`src/rtl/cdb_arbiter.sv`:
```
// Round-robin writeback arbiter driving the registered common data bus; drops
// wrong-path results younger than a broadcast mispredict. Define
// CDB_ARB_BRANCH_PRIO_EN to give mispredicting branches grant precedence.
module cdb_arbiter #(
  parameter int unsigned NUM_FU     = 3,
  parameter int unsigned ROB_WIDTH  = 4,
  parameter int unsigned PREG_WIDTH = 7
) (
  input  logic                            clk,
  input  logic                            reset,
  input  logic [NUM_FU-1:0]               i_req_valid,
  input  logic [NUM_FU*ROB_WIDTH-1:0]     i_req_tag,
  input  logic [NUM_FU*PREG_WIDTH-1:0]    i_req_preg,
  input  logic [NUM_FU*32-1:0]            i_req_data,
  input  logic [NUM_FU-1:0]               i_req_mispredict,
  output logic [NUM_FU-1:0]               o_req_ready,
  input  logic [ROB_WIDTH-1:0]            i_rob_head,
  output logic                            o_cdb_valid,
  output logic [ROB_WIDTH-1:0]            o_cdb_tag,
  output logic [PREG_WIDTH-1:0]           o_cdb_preg,
  output logic [31:0]                     o_cdb_data,
  output logic                            o_cdb_mispredict
);

  localparam int unsigned DATA_W = 32;
  localparam int unsigned PTR_W  = (NUM_FU > 1) ? $clog2(NUM_FU) : 1;

  logic [PTR_W-1:0]      rr_ptr_q, rr_ptr_d;
  logic                  cdb_valid_q, cdb_valid_d;
  logic [ROB_WIDTH-1:0]  cdb_tag_q, cdb_tag_d;
  logic [PREG_WIDTH-1:0] cdb_preg_q, cdb_preg_d;
  logic [DATA_W-1:0]     cdb_data_q, cdb_data_d;
  logic                  cdb_mis_q, cdb_mis_d;

  logic [ROB_WIDTH-1:0]  req_age [NUM_FU];
  logic [ROB_WIDTH-1:0]  bcast_age;
  logic                  squash_en;
  logic [NUM_FU-1:0]     squash;
  logic [NUM_FU-1:0]     eligible;
  logic [NUM_FU-1:0]     pool;
  logic [NUM_FU-1:0]     grant;
  logic [PTR_W-1:0]      cand;
  logic [PTR_W-1:0]      win_idx;
  logic                  win_found;

  // Modular age relative to the ROB head; wrong-path results are strictly younger.
  always_comb begin
    squash_en = cdb_valid_q & cdb_mis_q;
    bcast_age = cdb_tag_q - i_rob_head;
    squash    = '0;
    for (int unsigned i = 0; i < NUM_FU; i++) begin
      req_age[i] = i_req_tag[i*ROB_WIDTH +: ROB_WIDTH] - i_rob_head;
      squash[i]  = squash_en & i_req_valid[i] & (req_age[i] > bcast_age);
    end
  end

  // Candidate pool: branch mispredicts first when prioritisation is enabled.
  always_comb begin
    eligible = i_req_valid & ~squash;
`ifdef CDB_ARB_BRANCH_PRIO_EN
    pool = ((eligible & i_req_mispredict) != '0) ? (eligible & i_req_mispredict) : eligible;
`else
    pool = eligible;
`endif
  end

  // First pool member at or after rr_ptr, with wrap.
  always_comb begin
    win_found = 1'b0;
    win_idx   = '0;
    cand      = '0;
    for (int unsigned k = 0; k < NUM_FU; k++) begin
      cand = PTR_W'((32'(rr_ptr_q) + k) % NUM_FU);
      if (!win_found && pool[cand]) begin
        win_found = 1'b1;
        win_idx   = cand;
      end
    end
  end

  always_comb begin
    grant = '0;
    if (win_found && !reset) begin
      grant[win_idx] = 1'b1;
    end
    o_req_ready = reset ? '0 : (grant | squash);
  end

  // Next-state: pointer advances past the winner; payload holds when idle.
  always_comb begin
    rr_ptr_d    = rr_ptr_q;
    cdb_valid_d = |grant;
    cdb_tag_d   = cdb_tag_q;
    cdb_preg_d  = cdb_preg_q;
    cdb_data_d  = cdb_data_q;
    cdb_mis_d   = cdb_mis_q;
    if (|grant) begin
      rr_ptr_d   = (win_idx == PTR_W'(NUM_FU - 1)) ? '0 : win_idx + PTR_W'(1);
      cdb_tag_d  = i_req_tag[win_idx*ROB_WIDTH +: ROB_WIDTH];
      cdb_preg_d = i_req_preg[win_idx*PREG_WIDTH +: PREG_WIDTH];
      cdb_data_d = i_req_data[win_idx*DATA_W +: DATA_W];
      cdb_mis_d  = i_req_mispredict[win_idx];
    end
  end

  always_ff @(posedge clk or posedge reset) begin
    if (reset) begin
      rr_ptr_q    <= '0;
      cdb_valid_q <= 1'b0;
      cdb_tag_q   <= '0;
      cdb_preg_q  <= '0;
      cdb_data_q  <= '0;
      cdb_mis_q   <= 1'b0;
    end else begin
      rr_ptr_q    <= rr_ptr_d;
      cdb_valid_q <= cdb_valid_d;
      cdb_tag_q   <= cdb_tag_d;
      cdb_preg_q  <= cdb_preg_d;
      cdb_data_q  <= cdb_data_d;
      cdb_mis_q   <= cdb_mis_d;
    end
  end

  assign o_cdb_valid      = cdb_valid_q;
  assign o_cdb_tag        = cdb_tag_q;
  assign o_cdb_preg       = cdb_preg_q;
  assign o_cdb_data       = cdb_data_q;
  assign o_cdb_mispredict = cdb_mis_q;

endmodule

```
`config.mk`:
```
export PLATFORM = sky130hd
export DESIGN_NAME = cdb_arbiter
export DESIGN_NICKNAME = d
export VERILOG_FILES = /design/src/rtl/cdb_arbiter.sv
export SDC_FILE = /design/constraint.sdc
export NUM_CORES = 1
export LEC_CHECK = 0
export CORE_ASPECT_RATIO = 0.9
export CORE_MARGIN = 3
export CORE_UTILIZATION = 40
export CTS_BUF_LIST = sky130_fd_sc_hd__clkbuf_4
export DETAILED_ROUTE_END_ITERATION = 7
export PLACE_DENSITY = 0.87
export SLEW_MARGIN = 20
export SYNTH_ARGS = -nofsm -noshare
export SYNTH_HDL_FRONTEND = slang
export SYNTH_SLANG_ARGS = --single-unit
export TNS_END_PERCENT = 30
```
`constraint.sdc`:
```
create_clock -name clk -period 10.3 [get_ports clk]
set_clock_uncertainty 0.1 [all_clocks]
set_input_delay 1.03 -clock clk [delete_from_list [all_inputs] [get_ports clk]]
set_output_delay 1.03 -clock clk [all_outputs]
set_load 0.02 [all_outputs]
```
==> flow_metrics.env <==
export IMPL_drt_vias_per_instance=5.21
export IMPL_tns_ps=0
export IMPL_async_flop_share_pct=100
export IMPL_critical_path_top_delay_family="compound AO/OA/AOI/OAI gates"
export IMPL_period_share_pct=63.9
export IMPL_drt_wl_total_mm=10.6
export IMPL_cpPeakStageDelay_ps=620
export IMPL_synthCells=362
export IMPL_cts_setup_buffers=0
export IMPL_numCtsBuffers=5
export IMPL_cts_buffer_depth=2
export IMPL_cts_resized=0
export IMPL_pwr_share_comb_pct=74.6
export IMPL_cts_hold_buffers=0
export IMPL_crit_slowest_cell="clkdlybuf4s50_1"
export IMPL_core_area_mm2=0.00830
export IMPL_grt_pass1_wl_mm=17.2
export IMPL_area_delta_synth_final_pct=57.4
export IMPL_maxSlewViolCount=0
export IMPL_n_fill_cell=673
export IMPL_arrival_ps=5450
export IMPL_clockRootBuffer="clkbuf_4"
export IMPL_clock_latency_ps=340
export IMPL_drtIter0Drc=116
export IMPL_setup_viol_count_final=0
export IMPL_clock_fmax_ghz=0.152
export IMPL_min_period_ps=6580
export IMPL_slew_headroom_pct=34.2
export IMPL_synth_edf_count=0
export IMPL_antenna_found_initial=0
export IMPL_drc_errors=0
export IMPL_vias=3425
export IMPL_io_buffers=188
export IMPL_clk_pin_slew_ps=140
export IMPL_syn_area_mm2=0.00351
export IMPL_yosysUniqueCellTypes=49
export IMPL_io_pins=189
export IMPL_ys_seq_area_share_pct=33.5
export IMPL_placementRows=31
export IMPL_first_pass_iters=4
export IMPL_grt_max_degree=48
export IMPL_sequentialPowerShare_pct=20.2
export IMPL_nNetsFinal=709
export IMPL_max_vdd_ir_drop_mv=0.152
export IMPL_maxCapViolations=0
export IMPL_synth_seq_cells=47
export IMPL_die_w_um=105
export IMPL_routabilityCongestion=0.914
export IMPL_cts_tree="done"
export IMPL_synthFlopType="dfrtp_1"
export IMPL_p_switching_mw=0.793
export IMPL_critPathCaptureType="output port"
export IMPL_start_kind="input port"
export IMPL_die_area_mm2=0.00993
export IMPL_grt_pass1_vias=3591
export IMPL_placed_cells=649
export IMPL_drive_above_1_share_pct=3.87
export IMPL_ys_warn_count=0
export IMPL_final_common_cell="clkdlybuf4s50_1"
export IMPL_synth_fp_nets=530
export IMPL_top_usage_layer="met2"
export IMPL_power_internal_mw=0.893
export IMPL_hold_path_class="register to register"
export IMPL_worstPathBufferInverterCount=3
export IMPL_fin_ws_ps=3720
export IMPL_power_leakage_nw=2.47
export IMPL_layout_common_cells="clkdlybuf4s50_1 (188), inv_1 (60), a21oi_1 (49), dfrtp_1 (47), mux2i_1 (44)"
export IMPL_track_usage_pct=21.3
export IMPL_grt_overflow=0
export IMPL_fin_util_pct=66.5
export IMPL_diodes=0
export IMPL_p_clk_share_pct=5.2
export IMPL_power_density_mw_per_mm2=305
export IMPL_sw_frac_of_total_pct=47.0
export IMPL_htreeDepth=2
export IMPL_final_cells=657
export IMPL_cts_sinks=47
export IMPL_grt_util_met3_pct=5.81
export IMPL_initial_core_util_pct=42.3
export IMPL_grtUsageMet2_pct=39.6
export IMPL_cp_required_ps=9170
export IMPL_wire_per_inst_um=16.1
export IMPL_path_cells="clkdlybuf4s50_1, inv_1, ha_1, a21o_1, a21oi_1, xnor2_1, ha_1, and3b_1, a311o_1, a2111oi_0, nor4_2, or2_1, a2111o_1, a21oi_1, clkdlybuf4s50_1"
export IMPL_crit_fanout=8
export IMPL_avgSynthCellArea_um2=9.69
export IMPL_met1_usage_pct=24.2
export IMPL_hold_viol_final=0
export IMPL_pre_cts_slack_ps=3710
export IMPL_antenna_left=0
export IMPL_die_h_um=94.8
export IMPL_finalPower_mw=1.69
export IMPL_crit_type="input port to output port"
export IMPL_rsz0062_at_grt="no"
export IMPL_worst_pin_slew_ps=985
export IMPL_status="finished, final reports clean"
export IMPL_hpwl_mm=8.21
-- cell type report --
class / count / area (um^2) / share of cell area, %
timing repair buffer: 191 / 1900 / 34.5
multi-input combinational: 235 / 2010 / 36.4
clock buffer: 6 / 45.0 / 0.816
inverter: 61 / 229 / 4.15
tap: 115 / 144 / 2.61
clock inverter: 2 / 12.5 / 0.227
sequential: 47 / 1180 / 21.3
-- metrics by stage --
| step | hold WS (ps) | area [um^2] |
|---|---|---|
| global placement | 403 | 5470 |
| detailed placement | 410 | 5470 |
| CTS | 430 | 5520 |
| finish | 426 | 5520 |
| floorplan | 407 | 3510 |
| global route | 445 | 5520 |
-- tightest hold or removal path: stages (launching register included) --
cell	delay, ps
dfrtp_1	400
inv_1	50
mux2i_1	50
-- Yosys cell counts (2+ instances only) --
cell / n / area (um^2)
a22oi_1: 2 / 15.0
a21oi_1: 49 / 245
ha_1: 23 / 288
a22o_1: 43 / 377
nand3_1: 3 / 15.0
buf_6: 4 / 45.0
a31oi_1: 2 / 12.5
nor2_1: 5 / 18.8
mux2_2: 2 / 22.5
buf_2: 6 / 30.0
nand2_1: 4 / 15.0
xnor2_1: 10 / 87.6
clkbuf_1: 8 / 30.0
fa_1: 4 / 80.1
mux2i_1: 44 / 440
a41oi_1: 2 / 17.5
dfrtp_1: 47 / 1180
xor2_1: 4 / 35.0
a21o_1: 5 / 37.5
and2_1: 2 / 12.5
nor2b_1: 3 / 18.8
inv_1: 61 / 229
nor4_1: 2 / 12.5
and3_1: 2 / 12.5
-- cell families (layout without fill, tap and decap cells) --
| group | count (synthesis) | after routing | synth area share, % |
|---|---|---|---|
| xor+xnor | 15 | 15 | 3.96 |
| mux | 46 | 46 | 13.2 |
| compound gates | 115 | 115 | 23.9 |
| fa+ha+maj | 28 | 28 | 10.8 |
| simple gates | 31 | 31 | 5.03 |
| buf+inv | 80 | 260 | 9.63 |
| flops | 47 | 47 | 33.5 |
-- final timing paths --
kind	startpoint	end	slack, ps	cells after the start
min reg2reg	o_cdb_preg[0]	o_cdb_preg[0]	430	2
max	i_rob_head[1]	o_req_ready[0]	3720	15
max in group asynchronous	reset	o_cdb_tag[1]	8210	2
min in group asynchronous	reset	o_cdb_data[12]	1270	2
max reg2reg	o_cdb_tag[0]	rr_ptr_q[1]	5640	15
min	o_cdb_preg[0]	o_cdb_preg[0]	430	2
-- flip-flops by register name, indices dropped and copies added (netlist names) --
register          cells
o_cdb_data           32
o_cdb_valid           1
o_cdb_tag             4
rr_ptr_q              2
o_cdb_preg            7
o_cdb_mispredict      1
-- power by group through the flow --
| stage | clock, mW | combinational (mW) | sequential [mW] |
|---|---|---|---|
| after detailed placement | 0 | 1.26 | 0.346 |
| after global placement | 0 | 1.22 | 0.340 |
| after CTS | 0.0921 | 1.27 | 0.342 |
| final | 0.0880 | 1.26 | 0.341 |
| after floorplan | 0 | 0.731 | 0.452 |
| after global routing | 0.0973 | 1.38 | 0.355 |
-- layer usage --
layer	share of wire (%)	wire length, um	up-vias
met5	0	0	-
met4	1.7	177	0
met3	7.4	786	15
met2	52	5470	147
met1	39	4180	1616
li1	-	-	1647
(Power assumes the default switching activity.)
